==> config.mk <==
export PLATFORM = sky130hd
export DESIGN_NAME = fetch_ctrl
export DESIGN_NICKNAME = d
export VERILOG_FILES = /design/src/rtl/fetch_ctrl.sv
export SDC_FILE = /design/constraint.sdc
export NUM_CORES = 1
export LEC_CHECK = 0
export CORE_UTILIZATION = 34
export DETAILED_ROUTE_END_ITERATION = 6
export DONT_BUFFER_PORTS = 1
export GPL_TIMING_DRIVEN = 0
export PLACE_DENSITY_LB_ADDON = 0.05
export RECOVER_POWER = 25
export SKIP_LAST_GASP = 1
export SLEW_MARGIN = 20
export SYNTH_ARGS = -nofsm -noshare
export SYNTH_HDL_FRONTEND = slang
export SYNTH_SLANG_ARGS = --single-unit
==> constraint.sdc <==
create_clock -name clk -period 4.37 [get_ports clk]
set_input_delay 0.874 -clock clk [delete_from_list [all_inputs] [get_ports clk]]
set_output_delay 0.874 -clock clk [all_outputs]
set_load 0.02 [all_outputs]
==> src/rtl/fetch_ctrl.sv <==
// -----------------------------------------------------------------------------
// fetch_ctrl
//   Instruction-fetch sequencer. Owns the PC, drives the address of a
//   combinational-read instruction cache, queues {pc, instr} pairs in a small
//   FIFO and hands them to decode over a valid/ready handshake. Back-end
//   redirects flush the queue and restart fetch; fetch stops once the PC
//   reaches the end of instruction memory (MEM_WORDS*4).
//
//   Optional build macro: FETCH_PERF_CNT_EN adds three 32-bit performance
//   counters (perf_fetched, perf_full_stalls, perf_redirects).
//
// Ports
//   clk            in   rising-edge clock
//   rst_n          in   asynchronous active-low reset
//   icache_addr    out  byte address to the instruction cache (current PC)
//   icache_instr   in   instruction returned combinationally for icache_addr
//   dec_valid      out  head entry valid toward decode
//   dec_ready      in   decode accepts the head entry
//   dec_instr      out  head instruction (0 when empty)
//   dec_pc         out  head PC (0 when empty)
//   redirect_valid in   flush queue and restart fetch at redirect_pc
//   redirect_pc    in   restart byte address (low two bits ignored)
//   halted         out  fetch stopped at end of memory
//   fifo_count     out  occupied queue entries, 0..DEPTH
// -----------------------------------------------------------------------------
module fetch_ctrl #(
  parameter int          DEPTH     = 4,
  parameter logic [31:0] RESET_PC  = 32'h0000_0000,
  parameter int          MEM_WORDS = 552
) (
  input  logic                     clk,
  input  logic                     rst_n,
  output logic [31:0]              icache_addr,
  input  logic [31:0]              icache_instr,
  output logic                     dec_valid,
  input  logic                     dec_ready,
  output logic [31:0]              dec_instr,
  output logic [31:0]              dec_pc,
  input  logic                     redirect_valid,
  input  logic [31:0]              redirect_pc,
  output logic                     halted,
  output logic [$clog2(DEPTH):0]   fifo_count
`ifdef FETCH_PERF_CNT_EN
  ,
  output logic [31:0]              perf_fetched,
  output logic [31:0]              perf_full_stalls,
  output logic [31:0]              perf_redirects
`endif
);

  localparam int          PW       = $clog2(DEPTH);
  localparam int          CW       = PW + 1;
  localparam logic [31:0] END_ADDR = 32'(MEM_WORDS * 4);

  typedef enum logic [1:0] {S_IDLE, S_FETCH, S_HALT} state_t;

  state_t          r_state;
  logic [31:0]     r_pc;
  logic            r_halted;
  logic [PW-1:0]   r_rd_ptr;
  logic [PW-1:0]   r_wr_ptr;
  logic [CW-1:0]   r_count;
  logic [31:0]     r_pc_mem    [DEPTH];
  logic [31:0]     r_instr_mem [DEPTH];

  logic            w_at_end;
  logic            w_full;
  logic            w_empty;
  logic            w_pop;
  logic            w_push;
  logic [31:0]     w_redirect_pc;

  assign w_at_end      = (r_pc >= END_ADDR);
  assign w_full        = (r_count == CW'(DEPTH));
  assign w_empty       = (r_count == '0);
  assign w_redirect_pc = redirect_pc & ~32'h3;

  // A redirect hides the head from decode so nothing is consumed in the
  // cycle that flushes the queue.
  assign dec_valid = !w_empty && !redirect_valid;
  assign w_pop     = dec_valid && dec_ready;

  // A full queue can still accept a new entry when the head leaves this cycle.
  assign w_push = (r_state == S_FETCH) && !redirect_valid && !w_at_end &&
                  (!w_full || w_pop);

  assign icache_addr = r_pc;
  assign dec_pc      = w_empty ? 32'h0 : r_pc_mem[r_rd_ptr];
  assign dec_instr   = w_empty ? 32'h0 : r_instr_mem[r_rd_ptr];
  assign halted      = r_halted;
  assign fifo_count  = r_count;

  // Sequencer FSM plus queue bookkeeping.
  always_ff @(posedge clk or negedge rst_n) begin
    if (!rst_n) begin
      r_state  <= S_IDLE;
      r_pc     <= RESET_PC;
      r_halted <= 1'b0;
      r_rd_ptr <= '0;
      r_wr_ptr <= '0;
      r_count  <= '0;
    end else if (redirect_valid) begin
      r_state  <= S_FETCH;
      r_pc     <= w_redirect_pc;
      r_halted <= 1'b0;
      r_rd_ptr <= '0;
      r_wr_ptr <= '0;
      r_count  <= '0;
    end else begin
      case (r_state)
        S_IDLE:  r_state <= S_FETCH;
        S_FETCH: begin
          if (w_at_end) begin
            r_state  <= S_HALT;
            r_halted <= 1'b1;
          end else if (w_push) begin
            r_pc <= r_pc + 32'd4;
          end
        end
        default: r_halted <= 1'b1;
      endcase

      if (w_push) r_wr_ptr <= r_wr_ptr + 1'b1;
      if (w_pop)  r_rd_ptr <= r_rd_ptr + 1'b1;

      case ({w_push, w_pop})
        2'b10:   r_count <= r_count + 1'b1;
        2'b01:   r_count <= r_count - 1'b1;
        default: r_count <= r_count;
      endcase
    end
  end

  // Queue storage; contents need no reset because the count gates every read.
  always_ff @(posedge clk) begin
    if (w_push) begin
      r_pc_mem[r_wr_ptr]    <= r_pc;
      r_instr_mem[r_wr_ptr] <= icache_instr;
    end
  end

`ifdef FETCH_PERF_CNT_EN
  logic w_full_stall;

  assign w_full_stall = (r_state == S_FETCH) && !redirect_valid && !w_at_end &&
                        w_full && !w_pop;

  always_ff @(posedge clk or negedge rst_n) begin
    if (!rst_n) begin
      perf_fetched     <= '0;
      perf_full_stalls <= '0;
      perf_redirects   <= '0;
    end else begin
      if (w_push)         perf_fetched     <= perf_fetched + 32'd1;
      if (w_full_stall)   perf_full_stalls <= perf_full_stalls + 32'd1;
      if (redirect_valid) perf_redirects   <= perf_redirects + 32'd1;
    end
  end
`endif

endmodule
* Word level (Yosys, flattened, before mapping) *
Memory sizes are Yosys's and may differ from the RTL's.
Index checks and enable logic that the tools add are counted.

operators by class
  add/subtract/negate cells = 5
  magnitude comparators = 1
  equal/unequal tests = 7
  multiplexer cells = 20
  reductions and logical operators = 20

operators by type and width
  operator                 number
  $mux W32                 6
  $add A32 B3 Y32 const B  1
  $ge A32 B12 Y1 const B   1
  $mux W2                  6
  $pmux W3 S2              1
  $reduce_bool A2 Y1       3
  $reduce_bool A3 Y1       2
  $logic_and A1 B1 Y1      5
  $add A2 B1 Y2 const B    2
  $eq A2 B1 Y1 const B     2
  $logic_not A1 Y1         4
  $mux W1                  4
  $ne A2 B2 Y1 const B     2
  $pmux W2 S2              1
  $reduce_and A2 Y1        2
  $add A3 B1 Y3 const B    1
  $eq A3 B3 Y1 const B     1
  $logic_not A3 Y1         1
  $mux W3                  1
  $ne A3 B3 Y1 const B     1
  $reduce_and A3 Y1        1
  $sub A3 B1 Y3 const B    1
  $eq A2 B2 Y1 const B     1
  $logic_not A2 Y1         1
  other kinds (2)          2

storage, ports and cells
  bits in registers = 42
  memory bits (writable) = 256
  bits of input ports = 68
  word-level logic and storage cells = 61
  memories kept = 2

memory list
  memory       depth  bits a word  rd ports  clocked after Yosys merged registers in  write ports  line  source
  r_instr_mem  4      32           1         0                                        1            64    logic [31:0] r_instr_mem [DEPTH];
  r_pc_mem     4      32           1         0                                        1            63    logic [31:0] r_pc_mem [DEPTH];

* Longest topological paths before layout *
  depth in word-level cells = 10
  depth in mapped cells = 9

* Worst setup path before layout *
OpenSTA, ideal clock, no wires.

  path kind = input to register
  start point = in redirect_valid
  end point = mem r_instr_mem[1][0], enable pin
  setup time = 0.427 ns
  data arrival time = 3.229 ns
  required time = 3.943 ns
  path slack = 0.715 ns
  cell stages on the path = 6
  path buffers = 2
  path through = clkbuf_1 > nand2b_1 > nand3_1 > and4_1 > buf_2 > and3_1

on the way
  cells in the longest elaborated chain, start to end = 7
  elaborated cells between the ends (all ways) = 9
  classes of those cells = 2 x mux; 7 x reduce/logical

ends and longest elaborated chain
  item                             line    source
  start: declaration               39      input logic redirect_valid,
  $logic_not A1 Y1 *               80, 84
  $logic_and A1 B1 Y1              80      assign dec_valid = !w_empty && !redirect_valid;
  $logic_and A1 B1 Y1              81      assign w_pop = dec_valid && dec_ready;
  $logic_or A1 B1 Y1               85      (!w_full || w_pop);
  $logic_and A1 B1 Y1 *            84      assign w_push = (r_state == S_FETCH) && !redirect_valid && !w_at_end &&
  $mux W1 *                        136     if (w_push) begin
  $mux W1 (not written as such) *  138     r_instr_mem[r_wr_ptr] <= icache_instr;
  end: declaration                 64

Every way passes the cells marked *; elsewhere a longest branch is shown, timed or not.

* Worst setup path in the final report *
  start point = reg r_count[2], in the netlist fifo_count[2]
  end point = out dec_pc[2]

on the way
  cells in the longest elaborated chain, start to end = 2

ends and longest elaborated chain
  item                      line  source
  start: declaration        62    logic [CW-1:0] r_count;
  start signal: assignment  127   2'b10: r_count <= r_count + 1'b1;
  start signal: assignment  128   2'b01: r_count <= r_count - 1'b1;
  start signal: assignment  129   default: r_count <= r_count;
  $logic_not A3 Y1          75    assign w_empty = (r_count == '0);
  $mux W32                  88    assign dec_pc = w_empty ? 32'h0 : r_pc_mem[r_rd_ptr];
  end: declaration          38    output logic [31:0] dec_pc,

No other way between the ends.

==> run_results.csv <==
group,metric,value,unit
detailed_routing,vias_per_cell,5.03,
sta,rsz0062_at_grt,"false",
sta,maxSlewViolCount,0,
setup_path,critPathCaptureType,"output port",
detailed_routing,num_vias,5499,
cells_and_area,final_core_util,0.403,
cts,path_clk_slew,0.06,ns
cells_and_area,mostFrequentLayoutCells,"edfxtp_1, and2_1, mux4_2",
place,pre_cts_slack,1.12,ns
sta,worst_pin_slew,0.812,ns
synth,ys_types,43,
place,gp_congestion,0.692,
global_routing,busiest_layer,"met2",
cts,cts_tree,"built",
setup_path,reg2regPathDepth,6,
worst_hold_path,worstHoldPathType,"in2async",
global_routing,grt_use_met2,0.256,
synth,yosysSeqAreaShare,0.742,
cts,cts.sinks,288,
synth,ys_warn_count,0,
place,dp_hpwl,15.8,mm
synth,synth.area.top_cells,"edfxtp_1, mux4_2, dfrtp_1",
die,die_height,185,µm
cells_and_area,mostFrequentLayoutCell,"edfxtp_1",
global_routing,grt_first_pass_wirelength,38.3,mm
global_routing,use_met3,0.0529,
cts,cts_buffer_depth,3,
die,die_area,0.0342,mm²
cts,postCtsHoldBufs,0,
cts,htreeDepth,2,
power_and_ir_drop,power_leakage,0.00426,µW
global_routing,overflow,0,
die,initial_core_util,0.348,
sta,fin_crit_sh,0.830,
synth,ys_ff_latch,288,
die,coreArea,0.0327,mm²
setup_path,cp_data_arrival_time,2.76,ns
cts,cts_buffers,34,
cts,cts_setup_buffers,0,
detailed_routing,drtIter0Drc,314,
synth,synth_area,0.0114,mm²
detailed_routing,antenna_left,0,
sta,finalWorstSetupSlack,0.741,ns
sta,tns,0,ns
setup_path,crit_start,"fifo_count[2]",
global_routing,grt_max_degree,41,
synth,syn_avg_cell_area,19.4,µm²
die,fp.dieW,185,µm
global_routing,use_met1,0.190,
cts,cts-resized-gates,0,
sta,max_freq,276,MHz
synth,postSynthCellCount,587,
detailed_routing,first_pass_iters,4,
flow_run,cap_violations,0,
power_and_ir_drop,p_per_area,452,mW/mm²
setup_path,start_kind,"register",
die,boundaryPins,169,
synth,synth_edf_count,248,
place,port_buffers,0,
cells_and_area,syn2layout_area_growth,15.8,%
detailed_routing,drc,0,
synth,async_reset_ff_frac,0.139,
synth,synthFlopType,"edfxtp_1",
global_routing,grt_usage,0.154,
status,status,"complete, no violations",
synth,synth_largest_area_cell,"edfxtp_1",
sta,setup-violations-final,0,
setup_path,rr_endpoint,"r_instr_mem[0][4]",
setup_path,reg2reg_slack,1.23,ns
setup_path,worst_ep_required_time,3.50,ns
cells_and_area,layout-drive-gt1-share,0.241,
power_and_ir_drop,ir_drop,0.266,mV
cts,cts_root_buf,"clkbuf_16",
sta,timing.final.crit_period,3.63,ns
detailed_routing,wire_per_inst,23.2,µm
cells_and_area,fin_nets,705,
sta,hold_viol,0,
cts,clkLatencyLatePin,0.50,ns
setup_path,critPathKind,"reg2out",
detailed_routing,routed_wl,25.4,mm
sta,fin_skew,0.0146,ns
setup_path,worstPathMaxFanout,10,
die,num_rows,66,
synth,synth_top_area_frac,0.654,
global_routing,grt_pass1_vias,6146,
setup_path,reg2reg_from,"icache_addr[16]",
sta,max-slew-margin-rel,0.459,
global_routing,antenna_found_initial,1,
sequential cells by signal (all words and copies together) (netlist names):
register and count:
r_pc_mem 120, r_state 2, halted 1, fifo_count 3, icache_addr 30, r_instr_mem 128, r_wr_ptr 2, r_rd_ptr 2
worst max path at each step:
stage	to	slack, ns
2_1_floorplan	r_instr_mem[1][0]	0.71
6_report	dec_pc[2]	0.74
3_3_place_gp	r_instr_mem[1][7]	-1.15
3_5_place_dp	r_instr_mem[0][10]	1.12
5_1_grt	dec_pc[2]	0.52
4_1_cts	dec_pc[2]	0.60
layout make-up:
type	instances	area [µm²]
flip-flops and latches	288	8450
repair buffers	4	110
multi-input cells	258	2770
well taps	442	553
inverters	11	41.3
fillers	3023	19500
diodes	1	2.50
clock buffers	48	1010
clock inverters	9	90.1
plain buffers	33	150
stage by stage:
step / hold WS, ns / area [µm²] / cells / power (µW)
after global routing: 0.0416 / 13200 / 1093 / 6160
after global placement: 0.514 / 11900 / 1032 / 3260
after detailed placement: 0.542 / 12100 / 1036 / 3270
final: 0.0716 / 13200 / 1094 / 5950
after floorplan: 0.495 / 11400 / 590 / 3220
after CTS: 0.0470 / 13200 / 1093 / 6050
synth_stat cells, types with 8 or more instances:
library cell	n
dfrtp_1	40
mux4_2	62
inv_1	10
edfxtp_1	248
clkbuf_1	18
mux2_2	23
nand2_1	12
buf_2	9
and2_1	64
nor2_1	16
o21ai_0	8
and3_1	9
worst max-delay path, cell delays in order, from the launching register on:
cell and delay, ns:
dfrtp_1 0.61, or3_1 0.19, clkbuf_1 0.55, clkbuf_1 0.53, and2_1 0.37
power by group:
part | total, µW | switching [µW] | internal, µW
Clock | 2740 | 1030 | 1710
Combinational | 72.6 | 37.4 | 35.2
Sequential | 3140 | 105 | 3030
per-layer routing:
layer	routed length, µm	vias to the layer above
met3	1980	42
met2	12400	160
met4	531	0
li1	-	2399
met5	0	-
met1	10500	2898
cell families after synthesis:
group           count (synthesis)  share of synthesized area
other cells                     1                   0.000329
fa+ha+maj                       7                    0.00836
flops                         288                      0.742
buf+inv                        44                     0.0168
compound gates                 26                     0.0141
simple gates                  130                     0.0679
mux                            86                      0.146
xor+xnor                        5                    0.00385
(Power assumes the default switching activity.)
